==> src/rtl/serial_negator_pkg.sv <==
// rtl/serial_negator_pkg.sv - shared encodings and helpers for the serial negator
package serial_negator_pkg;

    // Operating modes; 2'b11 is reserved and behaves as pass-through.
    typedef enum logic [1:0] {
        OP_PASS = 2'b00,
        OP_NEG  = 2'b01,
        OP_ABS  = 2'b10,
        OP_RSVD = 2'b11
    } op_e;

    // Control FSM states.
    typedef enum logic [1:0] {
        S_IDLE = 2'b00,
        S_BUSY = 2'b01,
        S_DONE = 2'b10
    } state_e;

    // Negation is "invert then add one", so the invert flag doubles as the
    // initial carry-in. Abs only inverts when the operand is negative.
    function automatic logic invert_flag(input logic [1:0] op, input logic sign);
        return (op == OP_NEG) || ((op == OP_ABS) && sign);
    endfunction

endpackage

==> src/rtl/serial_negator_neg_chunk.sv <==
// rtl/serial_negator_neg_chunk.sv - one chunk of conditional invert plus carry increment
module neg_chunk #(
    parameter int CHUNK = 4
) (
    input  logic [CHUNK-1:0] chunk,
    input  logic             inv,
    input  logic             cin,
    output logic [CHUNK-1:0] sum,
    output logic             cout
);

    logic [CHUNK-1:0] opnd;

    // Conditionally complement the slice, then ripple the incoming carry through it.
    always_comb begin
        opnd        = inv ? ~chunk : chunk;
        {cout, sum} = {1'b0, opnd} + {{CHUNK{1'b0}}, cin};
    end

endmodule

==> src/rtl/serial_negator.sv <==
// rtl/serial_negator.sv - multi-cycle two's-complement pass/negate/abs unit
module serial_negator
    import serial_negator_pkg::*;
#(
    parameter int WIDTH = 8,
    parameter int CHUNK = 4
) (
    input  logic             clk,
    input  logic             rst_n,
    input  logic             start,
    input  logic [1:0]       op,
    input  logic [WIDTH-1:0] in,
    output logic [WIDTH-1:0] x,
    output logic             busy,
    output logic             done,
    output logic             overflow,
    output logic             zero
);

    localparam int N  = WIDTH / CHUNK;
    localparam int CW = (N > 1) ? $clog2(N) : 1;
    localparam logic [CW-1:0] LAST = CW'(N - 1);

    if (((WIDTH % CHUNK) != 0) || (WIDTH < 2)) begin : g_param_check
        $error("serial_negator: WIDTH must be >= 2 and a multiple of CHUNK");
    end

    state_e            state_q, state_d;
    logic [CW-1:0]     cnt_q;
    logic [WIDTH-1:0]  opnd_q;
    logic [WIDTH-1:0]  res_q, res_d;
    logic [WIDTH-1:0]  x_q;
    logic              carry_q;
    logic              inv_q;
    logic              ovf_q;
    logic              zero_q;

    logic              accept;
    logic              last;
    logic              inv_in;
    logic [CHUNK-1:0]  slice;
    logic [CHUNK-1:0]  sum;
    logic              cout;

    assign accept = (state_q == S_IDLE) && start;
    assign last   = (state_q == S_BUSY) && (cnt_q == LAST);
    assign inv_in = invert_flag(op, in[WIDTH-1]);

    // State register.
    always_ff @(posedge clk or negedge rst_n) begin
        if (!rst_n) begin
            state_q <= S_IDLE;
        end else begin
            state_q <= state_d;
        end
    end

    // Next-state logic: start only counts in IDLE, DONE always returns to IDLE.
    always_comb begin
        state_d = state_q;
        case (state_q)
            S_IDLE:  if (start) state_d = S_BUSY;
            S_BUSY:  if (last)  state_d = S_DONE;
            S_DONE:  state_d = S_IDLE;
            default: state_d = S_IDLE;
        endcase
    end

    // Status outputs decoded from the state.
    always_comb begin
        busy = (state_q != S_IDLE);
        done = (state_q == S_DONE);
    end

    // Select the operand chunk addressed by the chunk counter.
    always_comb begin
        slice = '0;
        for (int k = 0; k < N; k++) begin
            if (cnt_q == CW'(k)) begin
                slice = opnd_q[k*CHUNK +: CHUNK];
            end
        end
    end

    neg_chunk #(
        .CHUNK (CHUNK)
    ) u_chunk (
        .chunk (slice),
        .inv   (inv_q),
        .cin   (carry_q),
        .sum   (sum),
        .cout  (cout)
    );

    // Merge the freshly computed chunk into the working result.
    always_comb begin
        res_d = res_q;
        for (int k = 0; k < N; k++) begin
            if (cnt_q == CW'(k)) begin
                res_d[k*CHUNK +: CHUNK] = sum;
            end
        end
    end

    // Datapath: capture on accept, step one chunk per BUSY cycle, publish on the last chunk.
    always_ff @(posedge clk or negedge rst_n) begin
        if (!rst_n) begin
            cnt_q   <= '0;
            opnd_q  <= '0;
            res_q   <= '0;
            x_q     <= '0;
            carry_q <= 1'b0;
            inv_q   <= 1'b0;
            ovf_q   <= 1'b0;
            zero_q  <= 1'b0;
        end else if (accept) begin
            opnd_q  <= in;
            inv_q   <= inv_in;
            carry_q <= inv_in;
            cnt_q   <= '0;
        end else if (state_q == S_BUSY) begin
            res_q   <= res_d;
            carry_q <= cout;
            if (last) begin
                cnt_q  <= '0;
                x_q    <= res_d;
                ovf_q  <= inv_q & opnd_q[WIDTH-1] & res_d[WIDTH-1];
                zero_q <= (res_d == '0);
            end else begin
                cnt_q  <= cnt_q + CW'(1);
            end
        end
    end

    assign x        = x_q;
    assign overflow = ovf_q;
    assign zero     = zero_q;

endmodule

==> config.mk <==
export PLATFORM = sky130hd
export DESIGN_NAME = serial_negator
export DESIGN_NICKNAME = d
export VERILOG_FILES = /design/src/rtl/serial_negator_pkg.sv /design/src/rtl/serial_negator_neg_chunk.sv /design/src/rtl/serial_negator.sv
export SDC_FILE = /design/constraint.sdc
export NUM_CORES = 1
export LEC_CHECK = 0
export CORE_UTILIZATION = 45
export DETAILED_ROUTE_END_ITERATION = 10
export PLACE_DENSITY = 0.74
export SYNTH_ARGS = -nofsm -noshare
export SYNTH_HDL_FRONTEND = slang
export SYNTH_SLANG_ARGS = --single-unit
==> constraint.sdc <==
create_clock -name clk -period 2.25 [get_ports clk]
set_clock_uncertainty 0.1 [all_clocks]
set_input_delay 0.5625 -clock clk [delete_from_list [all_inputs] [get_ports clk]]
set_output_delay 0.5625 -clock clk [all_outputs]
set_load 0.01 [all_outputs]
==> flow_metrics.py <==
metrics = {
    "timing": {
        "fmax_mhz": 459.1,
        "min_period_over_period": 0.9681,
        "setup_slack_ps": 71.75,
        "worstMarginPinSlew_ps": 339.9,
        "slew_headroom": 0.7669,
        "hold_ws_ps": 387.0,
        "setup_tns_ps": 0,
        "final_hold_viol_count": 0,
        "grt_setup_unrepaired": "true",
        "period_minus_slack_ps": 2178,
        "maxSlewViolCount": 0,
        "setup_viol": 0,
    },
    "detailed_routing": {
        "vias": 910,
        "ant_nets": 0,
        "routed_wl_mm": 2.301,
        "route.detailed.drc": 0,
        "dr.pass1.iters": 4,
        "drt_iter0_markers": 10,
        "vias_per_cell": 5.084,
        "wl_per_cell_um": 12.85,
    },
    "clock_tree": {
        "cts_tree": "yes",
        "cts_sinks": 27,
        "clk_pin_slew_ps": 140,
        "insertion_delay_ps": 320,
        "htreeDepth": 1,
        "numCtsBuffers": 3,
        "clock_path_buffers": 2,
        "hold_buffers": 0,
        "root_buffer": "clkbuf_4",
    },
    "setup_path": {
        "cpPeakStageDelay_ps": 480,
        "arrival_ps": 1520,
        "crit_path_cell_trace": "or2_2, clkdlybuf4s50_1",
        "crit_type": "reg -> out",
        "cp-end-kind": "output pin",
        "path_delay_family": "buffers and inverters",
        "cp.required_ps": 1590,
        "slowest_stage": "clkdlybuf4s50_1",
        "crit_path_max_fanout": 3,
        "critPathBufInv": 1,
        "worst_setup_path_start_kind": "register",
    },
    "floorplan": {
        "die_x_um": 54.78,
        "rows": 18,
        "die_h_um": 54.78,
        "die_area_sq_mm": 0.003001,
        "core_sq_mm": 0.002545,
        "start_util": 0.4926,
        "io_pins": 25,
    },
    "global_routing": {
        "grt_overflow": 0,
        "grt_usage": 0.1669,
        "grt_pass1_wl_mm": 3.463,
        "grt_pass1_vias": 826,
        "grt_max_degree": 28,
        "antenna_found_initial": 0,
    },
    "finish": {
        "num_antenna_cells": 0,
        "fin_area_sq_mm": 0.001637,
        "drive_gt1_frac": 0.2215,
        "syn2layout_area_growth_pct": 30.54,
        "fin_nets": 165,
    },
    "power_and_ir_drop": {
        "p_leak_nw": 0.7441,
        "ir_drop_mv": 0.8389,
        "finalPower_w": 0.002546,
        "pwr_density_cell_mw_per_mm2": 1556,
    },
    "flow_run": {
        "maxCapViolCount": 0,
    },
    "min_path": {
        "hold_path.class": "reg -> reg",
    },
    "yosys": {
        "synth.most_common_cell": "dfrtp_1",
        "synth_nets": 130,
        "synth_edf_count": 0,
        "synth.top_cells.by_area": "dfrtp_1 (54%), mux2_2 (9.9%), nand2_1 (6.9%)",
        "syn_area_sq_mm": 0.001254,
        "netlist.top_cell.by_area": "dfrtp_1",
        "synth.ff_latch_count": 27,
        "synth_common_cells": "dfrtp_1 (27), nand2_1 (23), mux2_2 (11)",
        "ys_types": 31,
        "postSynthAreaPerCell_sq_um": 10.90,
        "yosysSeqAreaShare": 0.5389,
        "synthFlopType": "dfrtp_1",
        "synth_top_area_frac": 0.5389,
        "async_reset_ff_frac": 1.000,
        "yosysWarnings": 0,
        "syn_inst": 115,
    },
    "placed_design": {
        "gp_congestion": 0.7935,
        "port_buffers": 24,
        "placed_area_sq_mm": 0.001559,
        "place_ws_ps": 25.11,
        "dp_hpwl_mm": 1.679,
    },
    "run_status": {
        "status": "complete, no violations",
    },
}
layer usage:
layer,routed length (um),part of all wire,global-route usage,vias to the layer above
li1,-,-,-,451
met1,977,0.42,0.1966,433
met2,1215,0.53,0.2892,22
met3,78,0.034,0.02500,4
met4,29,0.013,0.08547,0
met5,0,0,0,-
metrics by stage:
stage                     instances  utilization
after detailed placement        171       0.6126
after global routing            179       0.6431
after global placement          171       0.6126
final                           179       0.6431
after floorplan                 115            -
after CTS                       176       0.6259
logic make-up after synthesis:
kind of cell / after synthesis / share of synthesized area
mux: 15 / 0.1307
flops: 27 / 0.5389
compound gates: 12 / 0.05989
fa+ha+maj: 2 / 0.01996
buf+inv: 9 / 0.03493
simple gates: 44 / 0.1677
xor+xnor: 6 / 0.04791
sequential cells by signal, indices dropped and copies added (netlist names), 2 cells and up:
signal and flops:
state_q 2, x 8, res_q 4, opnd_q 8
report_power, final:
group          switching, W  internal, W
clock network      0.000138    0.0000694
registers          0.000137     0.000721
logic              0.000685     0.000796
what timing repair did:
| action | 4_1_cts | 5_1_grt |
|---|---|---|
| buffers inserted | 1 | 3 |
| setup endpoints to repair | 1 | 2 |
| pin swaps | 0 | 5 |
| endpoints found under the hold margin | 0 | 0 |
| resized for setup | 0 | 3 |
cell usage in the layout, fill, tap and decap left out, drive strengths merged:
cell type / Yosys / final
and4b: 1 / 1
xnor2: 5 / 5
a21oi: 6 / 6
and3: 1 / 1
inv: 3 / 3
and2b: 1 / 1
or2b: 1 / 1
nor4: 1 / 1
buf: 3 / 12
and4: 1 / 1
dfrtp: 27 / 27
nor2: 5 / 5
a211oi: 1 / 1
mux2: 11 / 11
and2: 1 / 1
xor2: 1 / 1
mux2i: 4 / 4
nand3: 1 / 1
o21ai: 2 / 2
a22o: 1 / 1
ha: 2 / 2
nand2: 23 / 23
nor2b: 3 / 3
nand2b: 1 / 1
nor3: 2 / 2
clkdlybuf4s50: 0 / 24
o21bai: 1 / 1
a21o: 1 / 1
clkbuf: 3 / 4
or2: 2 / 2
worst register-to-register path, stage by stage (launching register included):
cell	delay, ps
dfrtp_1	420
buf_4	150
mux2i_1	140
xnor2_1	290
ha_4	260
or2b_1	230
nor4_2	120
and4_1	190
and2_1	120
a22o_1	110
final timing paths:
path	slack, ps	end	from	depth (start not counted)
max in group asynchronous	1310	res_q[1]$_DFFE_PN0P_	rst_n	2
hold reg to reg	390	x[4]$_DFFE_PN0P_	x[4]$_DFFE_PN0P_	2
setup reg to reg	80	zero$_DFFE_PN0P_	cnt_q$_DFFE_PN0P_	9
min in group asynchronous	500	x[0]$_DFFE_PN0P_	rst_n	2
hold / removal	390	x[4]$_DFFE_PN0P_	x[4]$_DFFE_PN0P_	2
setup / recovery	70	busy	state_q[0]$_DFFE_PN0P_	2
cell type report:
type / instances / area, sq um
Multi-Input combinational cell: 79 / 555.5
Sequential cell: 27 / 675.6
Timing Repair Buffer: 36 / 330.3
Fill cell: 205 / 908.4
Inverter: 3 / 11.26
Tap cell: 30 / 37.54
Clock buffer: 4 / 26.28
(Power assumes the default switching activity.)
